==> src/rtl/countdown_pkg.sv <==
// Shared state encoding and default sizing for the countdown timer.
// Imported by countdown_controller and tick_prescaler.
package countdown_pkg;

  typedef enum logic [1:0] {IDLE, RUN, PAUSE, DONE} cd_state_t;

  localparam int CD_N         = 6;
  localparam int CD_DIV       = 4;
  localparam int CD_BLINK_DIV = 8;

endpackage

==> src/rtl/countdown_controller_tick_prescaler.sv <==
// Free-running divider for the countdown: counts 0..DIV-1 while enabled.
// tick flags the last prescale step; the controller decides whether to use it.
module tick_prescaler
  import countdown_pkg::*;
#(
  parameter int DIV = CD_DIV
) (
  input  logic clk,
  input  logic reset,
  input  logic en,
  input  logic clr,
  output logic tick
);

  localparam int W = $clog2(DIV);
  localparam logic [W-1:0] LAST = W'(DIV - 1);

  logic [W-1:0] presc_reg;
  logic [W-1:0] presc_next;

  always_comb begin
    presc_next = presc_reg;
    if (clr) begin
      presc_next = '0;
    end else if (en) begin
      presc_next = (presc_reg == LAST) ? '0 : presc_reg + W'(1);
    end
  end

  always_ff @(posedge clk) begin
    if (!reset) begin
      presc_reg <= '0;
    end else begin
      presc_reg <= presc_next;
    end
  end

  // Ungated so the controller can combine it with its own enable without a loop.
  assign tick = (presc_reg == LAST);

endmodule

==> src/rtl/countdown_controller.sv <==
// Load/start/pause countdown timer with prescaled decrement and done pulse.
// Optional feature macro: BLINK_DONE_EN (blinks the display blank request while in DONE).
module countdown_controller
  import countdown_pkg::*;
#(
  parameter int N         = CD_N,
  parameter int DIV       = CD_DIV,
  parameter int BLINK_DIV = CD_BLINK_DIV
) (
  input  logic         clk,
  input  logic         reset,
  input  logic [N-1:0] load_val,
  input  logic         load,
  input  logic         start,
  input  logic         pause,
  output logic [N-1:0] count,
  output logic         running,
  output logic         done,
  output logic         blank
);

  localparam logic [N-1:0] ONE = N'(1);

  if (DIV < 2 || BLINK_DIV < 2) begin : g_param_chk
    $error("countdown_controller: DIV and BLINK_DIV must be >= 2");
  end

  // Button edge detection: bit 0 load, bit 1 start, bit 2 pause.
  logic [2:0] btn;
  logic [2:0] btn_q_reg;
  logic [2:0] evt;
  assign btn = {pause, start, load};

  genvar gi;
  generate
    for (gi = 0; gi < 3; gi++) begin : g_edge
      always_ff @(posedge clk) begin
        if (!reset) begin
          btn_q_reg[gi] <= 1'b0;
        end else begin
          btn_q_reg[gi] <= btn[gi];
        end
      end
      assign evt[gi] = btn[gi] & ~btn_q_reg[gi];
    end
  endgenerate

  logic evt_load, evt_start, evt_pause;
  assign evt_load  = evt[0];
  assign evt_start = evt[1];
  assign evt_pause = evt[2];

  cd_state_t    state_reg, state_next;
  logic [N-1:0] count_reg, count_next;
  logic [N-1:0] reload_reg, reload_next;
  logic         done_reg, done_next;
  logic         presc_en, presc_clr, tick;

  tick_prescaler #(.DIV(DIV)) u_presc (
    .clk  (clk),
    .reset(reset),
    .en   (presc_en),
    .clr  (presc_clr),
    .tick (tick)
  );

  always_comb begin
    state_next  = state_reg;
    count_next  = count_reg;
    reload_next = reload_reg;
    done_next   = 1'b0;
    presc_en    = 1'b0;
    presc_clr   = 1'b0;
    // Only the highest-priority event of the cycle acts.
    if (evt_load) begin
      count_next  = load_val;
      reload_next = load_val;
      presc_clr   = 1'b1;
      state_next  = IDLE;
    end else if (evt_start) begin
      unique case (state_reg)
        IDLE: begin
          presc_clr = 1'b1;
          if (count_reg == '0) begin
            state_next = DONE;
            done_next  = 1'b1;
          end else begin
            state_next = RUN;
          end
        end
        RUN:   presc_en = 1'b1;
        PAUSE: state_next = RUN;
        DONE: begin
          count_next = reload_reg;
          presc_clr  = 1'b1;
          if (reload_reg != '0) state_next = RUN;
          else                  done_next  = 1'b1;
        end
        default: state_next = IDLE;
      endcase
    end else if (evt_pause) begin
      if (state_reg == RUN)        state_next = PAUSE;
      else if (state_reg == PAUSE) state_next = RUN;
    end else if (state_reg == RUN) begin
      presc_en = 1'b1;
    end

    if (presc_en && tick) begin
      count_next = count_reg - ONE;
      if (count_reg == ONE) begin
        state_next = DONE;
        done_next  = 1'b1;
      end
    end
  end

  always_ff @(posedge clk) begin
    if (!reset) begin
      state_reg  <= IDLE;
      count_reg  <= '1;
      reload_reg <= '1;
      done_reg   <= 1'b0;
    end else begin
      state_reg  <= state_next;
      count_reg  <= count_next;
      reload_reg <= reload_next;
      done_reg   <= done_next;
    end
  end

  assign count   = count_reg;
  assign running = (state_reg == RUN);
  assign done    = done_reg;

`ifdef BLINK_DONE_EN
  localparam int BW = $clog2(BLINK_DIV);
  localparam logic [BW-1:0] BLINK_LAST = BW'(BLINK_DIV - 1);

  logic [BW-1:0] blink_reg;
  logic          blank_reg;

  always_ff @(posedge clk) begin
    if (!reset || state_next != DONE) begin
      blink_reg <= '0;
      blank_reg <= 1'b0;
    end else if (state_reg == DONE) begin
      if (blink_reg == BLINK_LAST) begin
        blink_reg <= '0;
        blank_reg <= ~blank_reg;
      end else begin
        blink_reg <= blink_reg + BW'(1);
      end
    end
  end

  assign blank = blank_reg;
`else
  assign blank = 1'b0;
`endif

endmodule

==> config.mk <==
export PLATFORM = sky130hd
export DESIGN_NAME = countdown_controller
export DESIGN_NICKNAME = d
export VERILOG_FILES = /design/src/rtl/countdown_pkg.sv /design/src/rtl/countdown_controller_tick_prescaler.sv /design/src/rtl/countdown_controller.sv
export SDC_FILE = /design/constraint.sdc
export NUM_CORES = 1
export LEC_CHECK = 0
export ABC_CLOCK_PERIOD_IN_PS = 2700
export BUFFER_PORTS_ARGS = -buffer_cell sky130_fd_sc_hd__buf_2
export CORE_ASPECT_RATIO = 0.5
export CORE_MARGIN = 2
export CORE_UTILIZATION = 45
export CTS_CLUSTER_SIZE = 24
export DETAILED_ROUTE_END_ITERATION = 8
export PLACE_DENSITY = 0.7
export SYNTH_ARGS = -nofsm -noshare
export SYNTH_HDL_FRONTEND = slang
export SYNTH_HIERARCHICAL = 1
export SYNTH_SLANG_ARGS = --single-unit
==> constraint.sdc <==
create_clock -name clk -period 2.7 [get_ports clk]
set_clock_uncertainty 0.05 [all_clocks]
set_input_delay 0.54 -clock clk [delete_from_list [all_inputs] [get_ports clk]]
set_output_delay 0.54 -clock clk [all_outputs]
set_load 0.005 [all_outputs]
==> Word level (Yosys, flattened, before mapping) <==
Index checks and enable logic that the tools add are counted.
{ "totals": {"reg_bits": 20, "latchBits": 0, "ram_bits": 0, "rom_bits": 0, "inputBits": 11, "mem_count": 0} }
{ "classes": {"add_sub_neg": 2, "n_mul": 0, "div_mod_pow": 0, "n_lt_le_gt_ge": 0, "eq_ne": 5, "shift": 0, "muxes": 29, "bitwise": 7, "reduce_logical": 9} }
{ "op_table": {"columns": ["op", "count"], "rows": [
  ["6-bit 2-to-1 mux", 4],
  ["2-bit 2-to-1 mux", 10],
  ["1-bit 2-to-1 mux", 13],
  ["2-bit == test (second input constant)", 3],
  ["6-bit by 1-bit == test with 1-bit output (second input constant)", 1],
  ["6-bit logical NOT", 1],
  ["2-bit one-hot mux with 3 select lines", 1],
  ["3-bit nonzero test", 2],
  ["6-bit nonzero test", 1],
  ["6-bit by 1-bit subtractor with 6-bit output (second input constant)", 1],
  ["1-bit inverter", 4],
  ["2-bit OR reduction", 2],
  ["1-bit AND", 3],
  ["2-bit by 1-bit adder with 2-bit output (second input constant)", 1],
  ["2-bit by 1-bit == test with 1-bit output (second input constant)", 1],
  ["2-bit logical NOT", 1],
  ["1-bit one-hot mux with 2 select lines", 1],
  ["2-bit AND reduction", 1],
  ["1-bit logical AND", 1]
]} }

==> Depth between registers and ports, before layout <==
{ "depth": {"word_depth": 8, "depth_mapped": 7, "depth_no_buf": 6} }

==> Cells and area by module <==
The synthesis kept the hierarchy.
{ "modules_own_cells": {"columns": ["mod", "n_inst", "cells_each", "area_each_um2"], "rows": [
  ["countdown_controller", 1, 121, 1094.8],
  ["tick_prescaler", 1, 9, 96.3]
]} }

==> Least setup slack after synthesis <==
OpenSTA, ideal clock, no wires.
{ "synth_timing": {"kind": "input-to-reg", "startpoint": "input load", "endpoint": "register u_presc.presc_reg[0]", "setup_time_ns": 0.066, "t_arrival_ns": 1.811, "t_required_ns": 2.584, "path_slack_ns": 0.773, "cell_stages": 7, "cell_sequence": "or2b_1 buf_2 clkbuf_1 nand2_1 a21oi_1 or3b_1 a21oi_2"} }
{ "synth_between": {"elab_cells_between_ends": 4} }
{ "synth_rtl": {"columns": ["item", "line", "text"], "rows": [
  ["start: declaration", "countdown_controller.sv:13", "input logic load,"],
  ["1-bit AND", "countdown_controller.sv:44", "assign evt[gi] = btn[gi] & ~btn_q_reg[gi];"],
  ["1-bit 2-to-1 mux", "countdown_controller.sv:75", "if (evt_load) begin"],
  ["via presc_en", "countdown_controller.sv:57", "logic presc_en, presc_clr, tick;"],
  ["end signal: assignment", "countdown_controller_tick_prescaler.sv:34", "presc_reg <= presc_next;"],
  ["end: declaration", "countdown_controller_tick_prescaler.sv:18", "logic [W-1:0] presc_reg;"]
]} }
The timed path passes the listed nets, and every way through them passes these cells.
A chain may end at the register's enable or synchronous reset.

==> Final worst setup path <==
Ends and elaborated chain as after synthesis.

==> impl_metrics.csv <==
group,metric,value,unit
setup_path,r2r_end,"u_presc/presc_reg[0]$_SDFFE_PP0P_",
global_routing,antenna_found_initial,0,
clock_tree,cts_sinks,20,
clock_tree,clk_pin_slew,0.07,ns
global_routing,grt_pass1_vias,843,
global_routing,grt_max_degree,18,
place,gp_congestion,0.8231,
setup_path,cp_cell_sequence,"buf_2 > or2b_1 > nand2_1 > a21oi_1 > or3b_1 > a21oi_2",
timing,drv_slew,0,
clock_tree,cts_max_path_buffers,2,
synthesis,async_flop_share,0,%
clock_tree,post_cts_resized,0,
setup_path,startpoint_type,"primary input",
global_routing,track_usage,17.73,%
clock_tree,cts.hold.buffers_added,0,
floorplanning,die-area,3100,um2
timing,setup_viol,0,
hold_path,worstHoldStart,"reload_reg[0]$_SDFFE_PN1P_",
place,placedCellCount,180,
timing,max_slew_margin,65.03,%
synthesis,syn_avg_cell_area,9.163,um2
setup_path,end_kind,"flop",
timing,worst_slew_pin_slew,0.5245,ns
timing,rsz0062_at_grt,"no",
synthesis,synthTopCellsByCount,"20 x dfxtp_1, 12 x nand2_1, 9 x inv_1, 8 x ha_1",
synthesis,yosys-top-cells-area,"dfxtp_1 34%, ha_1 8.4%, nand2_1 3.8%",
drt,postRouteAntennaNets,0,
setup_path,r2r_setup_slack,0.87,ns
floorplanning,ios,20,
cells_and_area,area_delta_synth_final,12.18,%
clock_tree,cts_buffers,3,
timing,hold_viol_final,0,
synthesis,synth_warnings,6,
drt,drtIter0Drc,71,
synthesis,synth-edff-count,0,
cells_and_area,design_area,1336,um2
status,status,"complete, no violations",
clock_tree,post_cts_buffers,0,
floorplanning,rows,13,
clock_tree,tritoncts,"done",
drt,via_per_inst,5.464,
place,place_area,1295,um2
synthesis,synth_most_common_cell,"dfxtp_1",
setup_path,critPathKind,"primary input to flop",
cells_and_area,drive_gt1_share,23.97,%
setup_path,crit_arrival,2.01,ns
setup_path,slowest_stage,"or2b_1",
floorplanning,fp.dieH,40.38,um
drt,wirelength,2582,um
cells_and_area,finalNonFillerCells,183,
synthesis,syn-num-nets,149,
power_and_ir_drop,p_per_area,464.1,nW/um2
global_routing,grt_pass1_wl,4112,um
place,port_buffers,18,
clock_tree,root_buffer,"clkbuf_8",
job,maxCapViolCount,0,
synthesis,synth.distinct_cells,51,
cells_and_area,fillers,250,
hold_path,min_to,"reload_reg[0]$_SDFFE_PN1P_",
setup_path,reg2reg_from,"btn_q_reg[0]$_SDFF_PN0_",
setup_path,reg2reg_depth,5,
synthesis,synthCells,130,
drt,vias,1000,
hold_path,hp-class,"flop to flop",
drt,drc,0,
synthesis,ys_seq_elements,20,
synthesis,synth_top_area_cell,"dfxtp_1",
place,dp_hpwl,1967,um
synthesis,seq_area_frac_synth,33.61,%
cells_and_area,antenna_cells,0,
timing,min_period,1.872,ns
hold_path,hold-path-cell-count,2,
drt,wl_per_cell,14.11,um
clock_tree,cts_htree_levels,1,
floorplanning,die_w,76.76,um
global_routing,grt.overflow.total,0,
timing,clock.fmax,0.5341,GHz
clock_tree,clk_latency,0.26,ns
synthesis,synth_top_area_share,33.61,%
floorplanning,coreArea,2554,um2
setup_path,slowest_delay,0.48,ns
power_and_ir_drop,leakagePower,0.0005857,uW
power_and_ir_drop,vdd_drop_max,164.5,uV
cells_and_area,num-nets-final,167,
synthesis,syn_area,1191,um2
setup_path,crit_fanout,17,
timing,period_share,69.35,%
drt,drt_first_pass_iters,4,
synthesis,synth_top_flop_cell,"dfxtp_1",
setup_path,crit_required,2.84,ns
floorplanning,start_util,46.64,%
timing,setup_tns,0,ns
-- through the flow --
stage               power (uW)  util (%)  hold slack, ns  setup slack, ns
floorplan                403.5         -          0.3821           0.7732
global placement         430.7     50.71          0.4023           0.6853
detailed placement       432.0     50.71          0.4099           0.6004
CTS                      627.6     52.33          0.4195           0.8704
global route             654.1     52.33          0.4312           0.7220
finish                   620.2     52.33          0.4183           0.8276
-- power by group --
part	internal (uW)	switching, uW	total, uW
Clock	99.3	94.6	194
Sequential	313	18.6	331
Combinational	43.2	51.9	95.1
-- cell type report --
| class | count | area [um2] | share of cell area [%] |
|---|---|---|---|
| sequential | 20 | 400.4 | 29.96 |
| tap | 37 | 46.29 | 3.464 |
| timing repair buffer | 18 | 90.09 | 6.742 |
| clock buffer | 3 | 41.29 | 3.090 |
| multi-input combinational | 96 | 724.4 | 54.21 |
| inverter | 9 | 33.78 | 2.528 |
-- layer usage --
metal,global-route usage [%],wire length [um],vias up
met5,0,0,-
met3,5.405,99,0
met2,26.54,1093,26
met1,25.30,1389,474
met4,3.182,0,0
li1,-,-,500
-- how the worst max path moves through the flow --
stage | from | end | slack (ns) | depth (start not counted)
2_1_floorplan | load | u_presc/presc_reg[0]$_SDFFE_PP0P_ | 0.77 | 7
3_3_place_gp | load | u_presc/presc_reg[0]$_SDFFE_PP0P_ | 0.69 | 6
3_5_place_dp | load | u_presc/presc_reg[0]$_SDFFE_PP0P_ | 0.60 | 6
4_1_cts | load | u_presc/presc_reg[0]$_SDFFE_PP0P_ | 0.87 | 6
5_1_grt | load | u_presc/presc_reg[0]$_SDFFE_PP0P_ | 0.72 | 6
6_report | load | u_presc/presc_reg[0]$_SDFFE_PP0P_ | 0.83 | 6
-- placed cells by master, fill, tap and decap left out, types with 5 or more instances in the layout --
| cell | n |
|---|---|
| nand3_1 | 7 |
| nand2_1 | 12 |
| ha_1 | 8 |
| dfxtp_1 | 20 |
| a21o_1 | 5 |
| buf_2 | 18 |
| inv_1 | 9 |
| a21oi_1 | 7 |
-- logic make-up (layout without fill, tap and decap cells) --
logic type	Yosys count	count (layout)	share of synthesized area, %
mux	3	3	2.626
fa+ha+maj	8	8	8.404
buf+inv	14	30	5.567
compound gates	37	37	24.69
other cells	1	1	0.3148
flops	20	20	33.61
simple gates	47	47	24.79
-- critical path: cells and delay by family --
family	cells	cell delay, ns
AO/OA/AOI/OAI	2	0.38
AND/OR/NAND/NOR	3	0.98
buffers and inverters	1	0.11
No activity file was read; power rests on OpenSTA's default activity.
